[config.mk]
export PLATFORM = sky130hd
export DESIGN_NAME = apb_master_arbiter_flat
export DESIGN_NICKNAME = d
export VERILOG_FILES = /design/src/rtl/apb_master_arbiter_if.sv /design/src/rtl/apb_master_arbiter.sv /design/src/flat_wrapper.sv
export SDC_FILE = /design/constraint.sdc
export NUM_CORES = 1
export LEC_CHECK = 0
export CAP_MARGIN = 20
export CORE_AREA = 5 5 168 170
export DETAILED_ROUTE_END_ITERATION = 10
export DIE_AREA = 0 0 173 175
export PLACE_DENSITY = 0.62
export SYNTH_ARGS = -nofsm -noshare
export SYNTH_HDL_FRONTEND = slang
export SYNTH_SLANG_ARGS = --single-unit
[constraint.sdc]
create_clock -name pclk -period 5.1 [get_ports pclk]
set_input_delay 1.02 -clock pclk [delete_from_list [all_inputs] [get_ports pclk]]
set_output_delay 1.02 -clock pclk [all_outputs]
set_load 0.005 [all_outputs]
[src/rtl/apb_master_arbiter_if.sv]
// Bus bundle for apb_master_arbiter: two requester channels plus the shared APB master port.
// The master modport is the arbiter's view; the slave modport is the environment's view.
interface apb_master_arbiter_if #(
  parameter int NSLV = 5
);
  logic              req0_valid;
  logic              req0_ready;
  logic [31:0]       req0_addr;
  logic              req0_write;
  logic [31:0]       req0_wdata;
  logic              resp0_valid;
  logic [31:0]       resp0_rdata;
  logic              resp0_err;

  logic              req1_valid;
  logic              req1_ready;
  logic [31:0]       req1_addr;
  logic              req1_write;
  logic [31:0]       req1_wdata;
  logic              resp1_valid;
  logic [31:0]       resp1_rdata;
  logic              resp1_err;

  logic [31:0]       paddr;
  logic              pwrite;
  logic [31:0]       pwdata;
  logic [NSLV-1:0]   psel;
  logic              penable;
  logic [NSLV*32-1:0] prdata;
  logic [NSLV-1:0]   pready;

  modport master (
    input  req0_valid, req0_addr, req0_write, req0_wdata,
    output req0_ready, resp0_valid, resp0_rdata, resp0_err,
    input  req1_valid, req1_addr, req1_write, req1_wdata,
    output req1_ready, resp1_valid, resp1_rdata, resp1_err,
    output paddr, pwrite, pwdata, psel, penable,
    input  prdata, pready
  );

  modport slave (
    output req0_valid, req0_addr, req0_write, req0_wdata,
    input  req0_ready, resp0_valid, resp0_rdata, resp0_err,
    output req1_valid, req1_addr, req1_write, req1_wdata,
    input  req1_ready, resp1_valid, resp1_rdata, resp1_err,
    input  paddr, pwrite, pwdata, psel, penable,
    output prdata, pready
  );
endinterface

[src/rtl/apb_master_arbiter.sv]
// Two-requester round-robin arbiter driving one APB master port with address decode to NSLV slaves.
// Optional ACCESS-phase timeout is enabled by defining APB_ARB_TIMEOUT_EN.
module apb_master_arbiter #(
  parameter logic [31:0] BASE_ADDR   = 32'h00A0_0000,
  parameter int          NSLV        = 5,
  parameter int          TIMEOUT_CYC = 16
) (
  input  logic                pclk,
  input  logic                preset,
  apb_master_arbiter_if.master bus
);

  // state    | meaning
  // S_IDLE   | no transfer; grant and latch a request
  // S_SETUP  | APB setup phase, psel high, penable low
  // S_ACCESS | APB access phase, wait for pready of selected slave
  // S_RESP   | one-cycle response pulse to the granted requester
  typedef enum logic [1:0] {S_IDLE, S_SETUP, S_ACCESS, S_RESP} state_e;

  if (NSLV < 1 || NSLV > 8 || TIMEOUT_CYC < 1) begin : g_cfg_check
    $error("apb_master_arbiter: unsupported NSLV or TIMEOUT_CYC");
  end

  state_e          state_q, state_d;
  logic            last_q, last_d;
  logic            gnt_q, gnt_d;
  logic [2:0]      idx_q, idx_d;
  logic [31:0]     paddr_q, paddr_d;
  logic            pwrite_q, pwrite_d;
  logic [31:0]     pwdata_q, pwdata_d;
  logic [NSLV-1:0] psel_q, psel_d;
  logic            penable_q, penable_d;
  logic [31:0]     rdata_q, rdata_d;
  logic            err_q, err_d;
  logic            resp0_valid_q, resp0_valid_d;
  logic            resp1_valid_q, resp1_valid_d;
`ifdef APB_ARB_TIMEOUT_EN
  localparam int CW = $clog2(TIMEOUT_CYC + 1);
  logic [CW-1:0]   cnt_q, cnt_d;
`endif

  logic            grant0, grant1;
  logic [31:0]     sel_addr, sel_wdata, off;
  logic            sel_write, dec_err;
  logic [2:0]      dec_idx;
  logic            sel_ready;
  logic [31:0]     sel_rdata;

  // Round robin: on contention the requester that did not win last time is granted.
  always_comb begin
    grant0 = 1'b0;
    grant1 = 1'b0;
    if (state_q == S_IDLE && !preset) begin
      if (bus.req0_valid && (!bus.req1_valid || last_q)) grant0 = 1'b1;
      else if (bus.req1_valid)                           grant1 = 1'b1;
    end
  end

  assign sel_addr  = grant1 ? bus.req1_addr  : bus.req0_addr;
  assign sel_write = grant1 ? bus.req1_write : bus.req0_write;
  assign sel_wdata = grant1 ? bus.req1_wdata : bus.req0_wdata;
  assign off       = sel_addr - BASE_ADDR;
  assign dec_err   = (sel_addr < BASE_ADDR) || (off >= (32'(NSLV) << 16));
  assign dec_idx   = off[18:16];

  always_comb begin
    sel_ready = 1'b0;
    sel_rdata = '0;
    for (int i = 0; i < NSLV; i++) begin
      if (idx_q == 3'(i)) begin
        sel_ready = bus.pready[i];
        sel_rdata = bus.prdata[i*32 +: 32];
      end
    end
  end

  always_comb begin
    state_d       = state_q;
    last_d        = last_q;
    gnt_d         = gnt_q;
    idx_d         = idx_q;
    paddr_d       = paddr_q;
    pwrite_d      = pwrite_q;
    pwdata_d      = pwdata_q;
    psel_d        = psel_q;
    penable_d     = penable_q;
    rdata_d       = rdata_q;
    err_d         = err_q;
    resp0_valid_d = 1'b0;
    resp1_valid_d = 1'b0;
`ifdef APB_ARB_TIMEOUT_EN
    cnt_d         = cnt_q;
`endif
    case (state_q)
      S_IDLE: begin
        psel_d    = '0;
        penable_d = 1'b0;
        if (grant0 || grant1) begin
          gnt_d  = grant1;
          last_d = grant1;
          if (dec_err) begin
            state_d       = S_RESP;
            rdata_d       = '0;
            err_d         = 1'b1;
            resp0_valid_d = grant0;
            resp1_valid_d = grant1;
          end else begin
            state_d  = S_SETUP;
            idx_d    = dec_idx;
            paddr_d  = sel_addr;
            pwrite_d = sel_write;
            pwdata_d = sel_wdata;
            psel_d   = {{(NSLV-1){1'b0}}, 1'b1} << dec_idx;
          end
        end
      end
      S_SETUP: begin
        state_d   = S_ACCESS;
        penable_d = 1'b1;
`ifdef APB_ARB_TIMEOUT_EN
        cnt_d     = '0;
`endif
      end
      S_ACCESS: begin
        if (sel_ready) begin
          state_d       = S_RESP;
          psel_d        = '0;
          penable_d     = 1'b0;
          rdata_d       = pwrite_q ? 32'h0 : sel_rdata;
          err_d         = 1'b0;
          resp0_valid_d = !gnt_q;
          resp1_valid_d = gnt_q;
        end
`ifdef APB_ARB_TIMEOUT_EN
        else if (cnt_q == CW'(TIMEOUT_CYC - 1)) begin
          state_d       = S_RESP;
          psel_d        = '0;
          penable_d     = 1'b0;
          rdata_d       = '0;
          err_d         = 1'b1;
          resp0_valid_d = !gnt_q;
          resp1_valid_d = gnt_q;
        end else begin
          cnt_d = cnt_q + 1'b1;
        end
`endif
      end
      S_RESP: begin
        state_d = S_IDLE;
      end
      default: state_d = S_IDLE;
    endcase
  end

  always_ff @(posedge pclk) begin
    if (preset) begin
      state_q       <= S_IDLE;
      last_q        <= 1'b1;
      gnt_q         <= 1'b0;
      idx_q         <= '0;
      paddr_q       <= '0;
      pwrite_q      <= 1'b0;
      pwdata_q      <= '0;
      psel_q        <= '0;
      penable_q     <= 1'b0;
      rdata_q       <= '0;
      err_q         <= 1'b0;
      resp0_valid_q <= 1'b0;
      resp1_valid_q <= 1'b0;
`ifdef APB_ARB_TIMEOUT_EN
      cnt_q         <= '0;
`endif
    end else begin
      state_q       <= state_d;
      last_q        <= last_d;
      gnt_q         <= gnt_d;
      idx_q         <= idx_d;
      paddr_q       <= paddr_d;
      pwrite_q      <= pwrite_d;
      pwdata_q      <= pwdata_d;
      psel_q        <= psel_d;
      penable_q     <= penable_d;
      rdata_q       <= rdata_d;
      err_q         <= err_d;
      resp0_valid_q <= resp0_valid_d;
      resp1_valid_q <= resp1_valid_d;
`ifdef APB_ARB_TIMEOUT_EN
      cnt_q         <= cnt_d;
`endif
    end
  end

  assign bus.req0_ready  = grant0;
  assign bus.req1_ready  = grant1;
  assign bus.resp0_valid = resp0_valid_q;
  assign bus.resp1_valid = resp1_valid_q;
  assign bus.resp0_rdata = resp0_valid_q ? rdata_q : 32'h0;
  assign bus.resp1_rdata = resp1_valid_q ? rdata_q : 32'h0;
  assign bus.resp0_err   = resp0_valid_q & err_q;
  assign bus.resp1_err   = resp1_valid_q & err_q;
  assign bus.paddr       = paddr_q;
  assign bus.pwrite      = pwrite_q;
  assign bus.pwdata      = pwdata_q;
  assign bus.psel        = psel_q;
  assign bus.penable     = penable_q;

endmodule
[src/flat_wrapper.sv]
// flat-port wrapper written by rule: the top's interface ports become plain ports
module apb_master_arbiter_flat 
#(
  parameter logic [31:0] BASE_ADDR   = 32'h00A0_0000,
  parameter int          NSLV        = 5,
  parameter int          TIMEOUT_CYC = 16
)
  (pclk, preset, bus_req0_valid, bus_req0_addr, bus_req0_write, bus_req0_wdata, bus_req0_ready, bus_resp0_valid, bus_resp0_rdata, bus_resp0_err, bus_req1_valid, bus_req1_addr, bus_req1_write, bus_req1_wdata, bus_req1_ready, bus_resp1_valid, bus_resp1_rdata, bus_resp1_err, bus_paddr, bus_pwrite, bus_pwdata, bus_psel, bus_penable, bus_prdata, bus_pready);
  apb_master_arbiter_if #(.NSLV(NSLV)) bus_i ();
  input  logic pclk;
  input  logic preset;
  input wire logic [$bits(bus_i.req0_valid)-1:0] bus_req0_valid;
  input wire logic [$bits(bus_i.req0_addr)-1:0] bus_req0_addr;
  input wire logic [$bits(bus_i.req0_write)-1:0] bus_req0_write;
  input wire logic [$bits(bus_i.req0_wdata)-1:0] bus_req0_wdata;
  output wire logic [$bits(bus_i.req0_ready)-1:0] bus_req0_ready;
  output wire logic [$bits(bus_i.resp0_valid)-1:0] bus_resp0_valid;
  output wire logic [$bits(bus_i.resp0_rdata)-1:0] bus_resp0_rdata;
  output wire logic [$bits(bus_i.resp0_err)-1:0] bus_resp0_err;
  input wire logic [$bits(bus_i.req1_valid)-1:0] bus_req1_valid;
  input wire logic [$bits(bus_i.req1_addr)-1:0] bus_req1_addr;
  input wire logic [$bits(bus_i.req1_write)-1:0] bus_req1_write;
  input wire logic [$bits(bus_i.req1_wdata)-1:0] bus_req1_wdata;
  output wire logic [$bits(bus_i.req1_ready)-1:0] bus_req1_ready;
  output wire logic [$bits(bus_i.resp1_valid)-1:0] bus_resp1_valid;
  output wire logic [$bits(bus_i.resp1_rdata)-1:0] bus_resp1_rdata;
  output wire logic [$bits(bus_i.resp1_err)-1:0] bus_resp1_err;
  output wire logic [$bits(bus_i.paddr)-1:0] bus_paddr;
  output wire logic [$bits(bus_i.pwrite)-1:0] bus_pwrite;
  output wire logic [$bits(bus_i.pwdata)-1:0] bus_pwdata;
  output wire logic [$bits(bus_i.psel)-1:0] bus_psel;
  output wire logic [$bits(bus_i.penable)-1:0] bus_penable;
  input wire logic [$bits(bus_i.prdata)-1:0] bus_prdata;
  input wire logic [$bits(bus_i.pready)-1:0] bus_pready;
  assign bus_i.req0_valid = bus_req0_valid;
  assign bus_i.req0_addr = bus_req0_addr;
  assign bus_i.req0_write = bus_req0_write;
  assign bus_i.req0_wdata = bus_req0_wdata;
  assign bus_req0_ready = bus_i.req0_ready;
  assign bus_resp0_valid = bus_i.resp0_valid;
  assign bus_resp0_rdata = bus_i.resp0_rdata;
  assign bus_resp0_err = bus_i.resp0_err;
  assign bus_i.req1_valid = bus_req1_valid;
  assign bus_i.req1_addr = bus_req1_addr;
  assign bus_i.req1_write = bus_req1_write;
  assign bus_i.req1_wdata = bus_req1_wdata;
  assign bus_req1_ready = bus_i.req1_ready;
  assign bus_resp1_valid = bus_i.resp1_valid;
  assign bus_resp1_rdata = bus_i.resp1_rdata;
  assign bus_resp1_err = bus_i.resp1_err;
  assign bus_paddr = bus_i.paddr;
  assign bus_pwrite = bus_i.pwrite;
  assign bus_pwdata = bus_i.pwdata;
  assign bus_psel = bus_i.psel;
  assign bus_penable = bus_i.penable;
  assign bus_i.prdata = bus_prdata;
  assign bus_i.pready = bus_pready;
  apb_master_arbiter #(.BASE_ADDR(BASE_ADDR), .NSLV(NSLV), .TIMEOUT_CYC(TIMEOUT_CYC)) u_core (.pclk(pclk), .preset(preset), .bus(bus_i));
endmodule
# Word level (Yosys, flattened, before mapping)
# Index checks and enable logic that the tools add are counted.
# op_classes
n_eq_ne	10
n_addsub	1
n_reduce_logical	18
bitwise	3
order_cmp	2
n_mux	46
n_shift	1
# ops
cell	count
$mux W32	13
$pmux W32 S2	1
$ge A32 B19 Y1 const B	1
$lt A32 B24 Y1 const B	1
$sub A32 B24 Y32 const B	1
$mux W1	20
$mux W5	3
$pmux W5 S2	1
$pmux W2 S4	1
$reduce_and A2 Y1	4
$eq A3 B2 Y1 const B	2
$mux W2	3
$pmux W1 S2	3
$shl A1 B3 Y5 const A	1
$eq A2 B2 Y1 const B	2
$ne A2 B1 Y1 const B	2
$reduce_and A4 Y1	1
$eq A3 B1 Y1 const B	1
$eq A3 B3 Y1 const B	1
$logic_not A1 Y1	3
$logic_not A3 Y1	1
$logic_or A1 B1 Y1	3
$pmux W1 S3	1
$reduce_and A3 Y1	1
8 further kinds	10
# word_totals
in_bits	299
wordCells	94
out_inout_bits	141
reg_bits	113

# Logic depth before layout (Yosys ltp)
# Gate-level depths: netlist (run 1).
# depth
ltp_word	12
ltp_mapped	17
depth_no_buf	12

# Least setup slack after synthesis (run 1)
# Ideal clock, no wire load.
# synth_path
path_type	input to register
from	input port preset
to	register u_core.paddr_q[0], in the netlist u_core.bus.paddr[0]
setup_slack_ps	418
path_buffers	5
arrival_ps	4558
setup_time_ps	123
path_stages	15
t_required_ps	4977
path_cell_list	clkbuf_1 > and2b_1 > nand3_2 > clkbuf_1 > clkbuf_1 > mux2i_1 > ha_1 > nand2b_1 > mux2i_1 > o22a_1 > or3_1 > clkbuf_1 > nor4b_4 > buf_4 > mux2_1
# synth_between
elab_chain_cells	9
word_cells_on_any_way	12
classes_between	add/sub: 1; order compare: 2; mux: 3; bitwise: 1; reduce/logical: 5
# synth_lines
element	line	rtl
start: declaration	flat_wrapper.sv:11	input logic preset;
$logic_not A1 Y1	apb_master_arbiter.sv:53	if (state_q == S_IDLE && !preset) begin
$logic_and A1 B1 Y1	apb_master_arbiter.sv:53	
$mux W1	apb_master_arbiter.sv:53	
$mux W32	apb_master_arbiter.sv:59	assign sel_addr = grant1 ? bus.req1_addr : bus.req0_addr;
$sub A32 B24 Y32	apb_master_arbiter.sv:62	assign off = sel_addr - BASE_ADDR;
$ge A32 B19 Y1	apb_master_arbiter.sv:63	assign dec_err = (sel_addr < BASE_ADDR) || (off >= (32'(NSLV) << 16));
$logic_or A1 B1 Y1	apb_master_arbiter.sv:63	
$not A1 Y1 (no source line)	n/a	
$reduce_and A3 Y1 (no source line)	n/a	
end signal: assignment	apb_master_arbiter.sv:178	paddr_q <= paddr_d;
end: declaration	apb_master_arbiter.sv:28	logic [31:0] paddr_q, paddr_d;
# Parallel ways exist; a longest one is shown, timed or not.
# A chain may end at the register's enable or synchronous reset.

# Worst setup path in the final report (run 1)
# layout_path
from	input port bus_req1_valid
to	output port bus_req1_ready
# layout_between
elab_chain_cells	5
word_cells_on_any_way	6
classes_between	mux: 3; reduce/logical: 3
# layout_lines
element	line	rtl
start: declaration	flat_wrapper.sv:20	input wire logic [$bits(bus_i.req1_valid)-1:0] bus_req1_valid;
$logic_not A1 Y1	apb_master_arbiter.sv:54	if (bus.req0_valid && (!bus.req1_valid || last_q)) grant0 = 1'b1;
$logic_or A1 B1 Y1	apb_master_arbiter.sv:54	
$logic_and A1 B1 Y1	apb_master_arbiter.sv:54	
$mux W1 *	apb_master_arbiter.sv:54	
$mux W1 *	apb_master_arbiter.sv:53	
end: declaration	flat_wrapper.sv:24	output wire logic [$bits(bus_i.req1_ready)-1:0] bus_req1_ready;
# Every way passes the cells marked *; elsewhere a longest branch is shown, timed or not.

==> key figures, run 1 <==
Logic synthesis
  – Net Count, Synth: 1109
  – Synth Register Bits: 110
  – Synth top area cells: dfxtp_1, mux4_2, mux2_1
  – Post-Syn Area: 0.006952 mm2
  – Commonest register cell after synthesis: dfxtp_1
  – Post-synth EDFFs: 0
  – Synth async-reset ratio: 0
  – Synth top area share: 0.3168
  – Commonest cells in the netlist: nand2_1, dfxtp_1, and2_1, a21oi_1, mux2_1
  – Synth area leader: dfxtp_1
  – Synth Instances: 804
  – Sequential area share after synthesis: 0.3168
  – Synth cell types: 53
  – Ys Warns: 0
  – Most frequent cell after synthesis: nand2_1
  – Syn_area_per_cell: 8.646 um2

Global routing
  – Largest net degree at the start of global routing: 83
  – Initial antenna violation count: 2
  – Overflow after GRT: 0
  – Number of global-route vias before repair: 7509
  – GRT Util Overall: 0.1915
  – First-pass GRT wire length: 45650 um

CTS
  – Cts bufs inserted: 9
  – Clock root buffer: clkbuf_16
  – Clock Latency Late Sink: 0.36 ns
  – TritonCTS clock tree: yes
  – Bufs on Longest Clock Path: 2
  – Clock transition at path regs: 0.08 ns
  – Resized cells post-CTS: 0
  – Post-CTS setup buffers: 0
  – H-tree depth: 3
  – Clk sinks: between 100 and 150
  – CTS hold repair buffers: 0

Die
  – Die area: 0.03028 mm2
  – Initial Utilization: 0.2616
  – Die height: 175 um
  – Placement row count: 60
  – Placeable Area: about 0.027 mm2
  – Top Ports: 440
  – Die W: 173 um

Placement
  – Final RePlAce weighted congestion: 0.8723
  – Pre-CTS setup slack: 0.6566 ns
  – Placed wire-length estimate: 24020 um
  – Port Buffers: 439

Pwr
  – Internal power: 1720 uW
  – Part of the power in combinational logic: 0.352
  – Leakage Power: around 0.0045 uW
  – Pwr/cell area: between 200 and 250 mW/mm2
  – Flop pwr share: 0.370
  – Net Switching: 896.7 uW
  – Clock Power Share: 0.278
  – Switch share: 0.3427
  – Maximum vdd drop: 0.1603 mV

Drt
  – Via/cell ratio: 4.848
  – Pre-antenna DRT Iters: 5
  – Residual DRC: 0
  – Final wirelength: 30410 um
  – Via count: ~7500
  – WL/cell: 19.62 um
  – Drt first-iter violations: 311
  – Post-DRT Antenna Nets: 0

Critical path
  – Slowest cell on the critical path: clkdlybuf4s50_1
  – Worst-path maximum fanout: 42
  – Critical path cell sequence: clkdlybuf4s50_1 -> nand3_2 -> buf_4 -> inv_2 -> buf_4 -> clkdlybuf4s50_1
  – Crit end category: primary output
  – CP peak stage delay: 0.59 ns
  – CP Class: input pin to primary output
  – Critical path data arrival time: ~3.2 ns
  – WP data required: about 4.1 ns
  – Startpoint type of the worst setup path: input pin

Finish
  – Fin nets: approximately 1500
  – Layout cells sized above 1: 0.06628
  – # fillers: 2647
  – Area Overhead vs Synth: 72.53%

STA
  – Worst-margin pin slew: roughly 0.82 ns
  – Setup tns final: 0 ns
  – Fin crit share: 0.8350
  – RSZ-0062 raised after global routing: no
  – Setup WS post-layout: ~0.84 ns
  – Fin. Hold Viols: 0
  – Final Max Tran Viols: 0
  – Slew margin rel.: 0.4552
  – Tmin final: 4.259 ns
  – Fmax: ~230 MHz
  – Worst Clk Skew: roughly 0.011 ns
  – Final setup violation count: 0

Run status
  – Status: finished, final reports clean

Hold path
  – Hold WC Path Type: flop to flop

Flow run
  – Max-cap violations: 0
[through the flow]
step	power [uW]	cells	hold slack, ns	util	instance area (um2)
global placement	1895	1530	0.4459	0.4378	11630
global route	2771	1550	0.4862	0.4513	11990
detailed placement	1903	1530	0.4546	0.4378	11630
floorplan	1439	804	0.4378	-	6952
finish	2617	1550	0.4649	0.4513	11990
CTS	2645	1546	0.4662	0.4491	11930
[per-layer routing]
| metal | track usage | vias to the layer above | share of wire |
|---|---|---|---|
| met5 | 0 | - | 0 |
| met4 | 0.05720 | 0 | 0.019 |
| met3 | 0.06794 | 29 | 0.099 |
| met2 | 0.3403 | 338 | 0.50 |
| met1 | 0.2163 | 3507 | 0.38 |
| li1 | - | 3641 | - |
[kinds of logic after synthesis]
kind of cell	synth area share
simple gates	0.2414
mux	0.2066
buf+inv	0.06227
flops	0.3168
fa+ha+maj	0.01080
compound gates	0.1622
[layout make-up]
type | count | area, um2 | area share
Clock inverter | 6 | 61.31 | 0.005112
Sequential cell | 110 | 2205 | 0.1838
Antenna cell | 2 | 5.005 | 0.0004173
Tap cell | 341 | 426.7 | 0.03557
Inverter | 40 | 150.1 | 0.01252
Multi-Input combinational cell | 585 | 4335 | 0.3615
Timing Repair Buffer | 456 | 4572 | 0.3812
Clock buffer | 10 | 239.0 | 0.01992
[final timing paths]
kind                            from  cells past startpoint               endpoint  slack, ns
setup / recovery      bus_req1_valid                      6         bus_req1_ready       0.84
hold / removal    u_core.rdata_q[14]                      2     u_core.rdata_q[14]       0.46
setup reg to reg   u_core.state_q[1]                     13  u_core.bus.pwdata[30]       1.15
hold reg to reg   u_core.rdata_q[14]                      2     u_core.rdata_q[14]       0.46
[state kept, by name (all words and copies together) (netlist names)]
name and count:
u_core.bus.paddr 32, u_core.bus.penable 1, u_core.bus.psel 5, u_core.bus.pwdata 32
u_core.bus.pwrite 1, u_core.bus.resp0_valid 1, u_core.bus.resp1_valid 1, u_core.err_q 1
u_core.gnt_q 1, u_core.last_q 1, u_core.rdata_q 32, u_core.state_q 2
[cells in the final DEF (no fill, tap or decap), types with 33 or more instances in the layout]
cell type,instances
a22oi_1,33
a21oi_1,58
and2_1,67
nand2_1,115
mux4_2,33
o32ai_1,33
nor2b_1,54
dfxtp_1,108
clkdlybuf4s50_1,438
inv_1,38
mux2_1,56
[worst max-delay path, delay by kind of cell]
family                 cells  cell delay [ns]
buffers and inverters      5             2.04
and+or+nand+nor            1             0.16
[power by group through the flow]
stage / logic, uW / registers [uW] / clock network (uW)
2_1_floorplan: 471 / 968 / 0
5_1_grt: 1010 / 978 / 785
3_3_place_gp: 889 / 1010 / 0
6_report: 921 / 968 / 728
4_1_cts: 900 / 988 / 757
3_5_place_dp: 895 / 1010 / 0
No activity file was read; power rests on OpenSTA's default activity.
==> inputs of run 2 (changes only) <==
--- a/config.mk
+++ b/config.mk
@@ -6,10 +6,10 @@
 export NUM_CORES = 1
 export LEC_CHECK = 0
 export CAP_MARGIN = 20
-export CORE_AREA = 5 5 168 170
+export CORE_AREA = 5 5 167 169
 export DETAILED_ROUTE_END_ITERATION = 10
-export DIE_AREA = 0 0 173 175
-export PLACE_DENSITY = 0.62
+export DIE_AREA = 0 0 172 174
+export PLACE_DENSITY = 0.65
 export SYNTH_ARGS = -nofsm -noshare
 export SYNTH_HDL_FRONTEND = slang
 export SYNTH_SLANG_ARGS = --single-unit
==> constraint.sdc (replaced) <==
create_clock -name pclk -period 3.9 [get_ports pclk]
set_input_delay 0.78 -clock pclk [delete_from_list [all_inputs] [get_ports pclk]]
set_output_delay 0.78 -clock pclk [all_outputs]
set_load 0.005 [all_outputs]
==> run 2 against run 1 <==
Effect of this change: core utilization is 0.94 points higher; critical path depth increased by 1; clock skew decreased by 0.0037 ns; die area fell by 1.1%; combinational power rose by 36%; total power is 30% higher; flip-flop and latch count stayed put; largest power group unchanged; wire length up 0.59%; non-clock buffer count up 26.
==> key figures, run 2 (synthesis gave the netlist of run 1 again) <==
Hold path
  – Critical hold path startpoint: u_core.rdata_q[13]
  – Hold WC Path Type: flop to flop
  – WHS Endpoint: u_core.rdata_q[13]
  – Hold path cells: 2

STA
  – Fmax: 276.7 MHz
  – Fin. Hold Viols: 0
  – Slew margin rel.: 0.3433
  – Setup tns final: 0 ns
  – Final setup violation count: 0
  – Tmin final: 3.614 ns
  – Worst Clk Skew: ~0.0076 ns
  – Worst-margin pin slew: 0.9851 ns
  – Final Max Tran Viols: 0
  – Fin crit share: 0.9268
  – RSZ-0062 raised after global routing: no

Finish
  – Fin nets: 1533
  – # fillers: 2620
  – Most frequent cells in the layout: clkdlybuf4s50_1, nand2_1, dfxtp_1
  – Layout cells sized above 1: 0.08773
  – Design area: 0.01217 mm2
  – Area Overhead vs Synth: 75.13%
  – Most common cell after layout, fill and taps aside: clkdlybuf4s50_1

Pwr
  – Flop pwr share: 0.374
  – Leakage Power: about 0.0046 uW
  – Part of the power in combinational logic: 0.368
  – Post-layout total power: 3399 uW
  – Switch share: 0.3317
  – Pwr/cell area: 279.2 mW/mm2
  – Maximum vdd drop: 0.2546 mV
  – Internal power: around 2300 uW
  – Clock Power Share: 0.258
  – Net Switching: 1127 uW

Die
  – Die area: 0.02993 mm2
  – Die height: 174 um
  – Top Ports: 440
  – Placeable Area: 0.02643 mm2
  – Die W: 172 um
  – Initial Utilization: 0.2631
  – Placement row count: 60

Critical path
  – CP Class: input pin to primary output
  – RR Endpoint: u_core.bus.pwdata[25]
  – R2R setup slack: 0.50 ns
  – Crit end category: primary output
  – Reg2Reg Depth: 14
  – Worst-path maximum fanout: 28
  – Startpoint type of the worst setup path: input pin
  – Critical path data arrival time: 2.83 ns
  – WP data required: 3.12 ns
  – R2R Path Start: u_core.state_q[0]

Drt
  – WL/cell: 19.45 um
  – Via/cell ratio: approximately 4.8
  – Pre-antenna DRT Iters: 4
  – Via count: 7515
  – Residual DRC: 0
  – Final wirelength: just over 30000 um
  – Post-DRT Antenna Nets: 0
  – Drt first-iter violations: 271

CTS
  – Clock transition at path regs: 0.07 ns
  – TritonCTS clock tree: yes
  – Clk sinks: 110
  – H-tree depth: 3
  – Post-CTS setup buffers: 0
  – Clock root buffer: clkbuf_16
  – Resized cells post-CTS: 0
  – Cts bufs inserted: 9
  – Bufs on Longest Clock Path: 2
  – Clock Latency Late Sink: between 0.3 and 0.4 ns
  – CTS hold repair buffers: 0

Placement
  – Port Buffers: 439
  – Post-DP Area: 0.01190 mm2
  – Placed wire-length estimate: between 20000 and 25000 um
  – Final RePlAce weighted congestion: 0.9037

Global routing
  – Overflow after GRT: 0
  – Largest net degree at the start of global routing: between 90 and 100
  – Number of global-route vias before repair: 7468
  – Initial antenna violation count: 2
  – First-pass GRT wire length: 44090 um
  – GRT Util Overall: 0.1903

Flow run
  – Max-cap violations: 0

Run status
  – Status: finished, final reports clean
## run 2: changes by cell type in the layout (fill, tap and decap cells not counted), sizes merged
cell / previous run / this run
clkbuf: 10 / 11
buf: 18 / 44
inv: 43 / 39
clkinv: 2 / 1
diode: 2 / 1
clkinvlp: 1 / 3
## run 2: how the worst max path moves through the flow
stage | slack (ns) | depth (start not counted) | end | from
finish | 0.29 | 7 | bus_req1_ready | bus_req0_valid
global route | 0.05 | 13 | u_core.bus.pwdata[25] | bus_req0_valid
CTS | 0.27 | 7 | bus_req1_ready | bus_req0_valid
detailed placement | -0.05 | 13 | u_core.bus.pwdata[25] | bus_req0_valid
global placement | 0.02 | 13 | u_core.bus.pwdata[25] | bus_req0_valid
floorplan | -0.08 | 15 | u_core.bus.paddr[0] | preset
## run 2: power by group through the flow
stage               clock [uW]  sequential, uW  combinational (uW)
finish                     875            1270                1250
CTS                        919            1270                1260
detailed placement           0            1300                1260
global route               950            1280                1370
floorplan                    0            1270                 628
global placement             0            1300                1240
## run 2: worst max-delay path: stages
cell,delay (ns)
clkdlybuf4s50_1,0.46
nand2_1,0.13
nand3_4,0.11
buf_4,0.25
inv_2,0.19
buf_4,0.34
clkdlybuf4s50_1,0.57
## run 2: area by class of cell
class	count	area, um2	area share
inverter	40	150.1	0.01233
clock inverter	3	22.52	0.001850
sequential	110	2205	0.1811
antenna	1	2.502	0.0002055
multi-input combinational	585	4360	0.3582
tap	341	426.7	0.03505
timing repair buffer	482	4765	0.3914
clock buffer	11	242.7	0.01994
## run 2: routing by layer
layer  part of all wire  vias up  global-route usage
li1                   -     3693                   -
met1               0.37     3481              0.2098
met2               0.51      304              0.3521
met3              0.094       35             0.05481
met4              0.022        2             0.05175
met5            0.00042        -                   0
## run 2: metrics by stage
step | hold WS (ns) | setup slack (ns) | util | instances
after detailed placement | 0.4548 | -0.05204 | 0.4503 | 1558
after floorplan | 0.4378 | -0.08244 | - | 804
after CTS | 0.4666 | 0.2736 | 0.4604 | 1572
after global routing | 0.4918 | 0.04772 | 0.4607 | 1573
after global placement | 0.4481 | 0.01967 | 0.4503 | 1558
final | 0.4645 | 0.2856 | 0.4607 | 1573
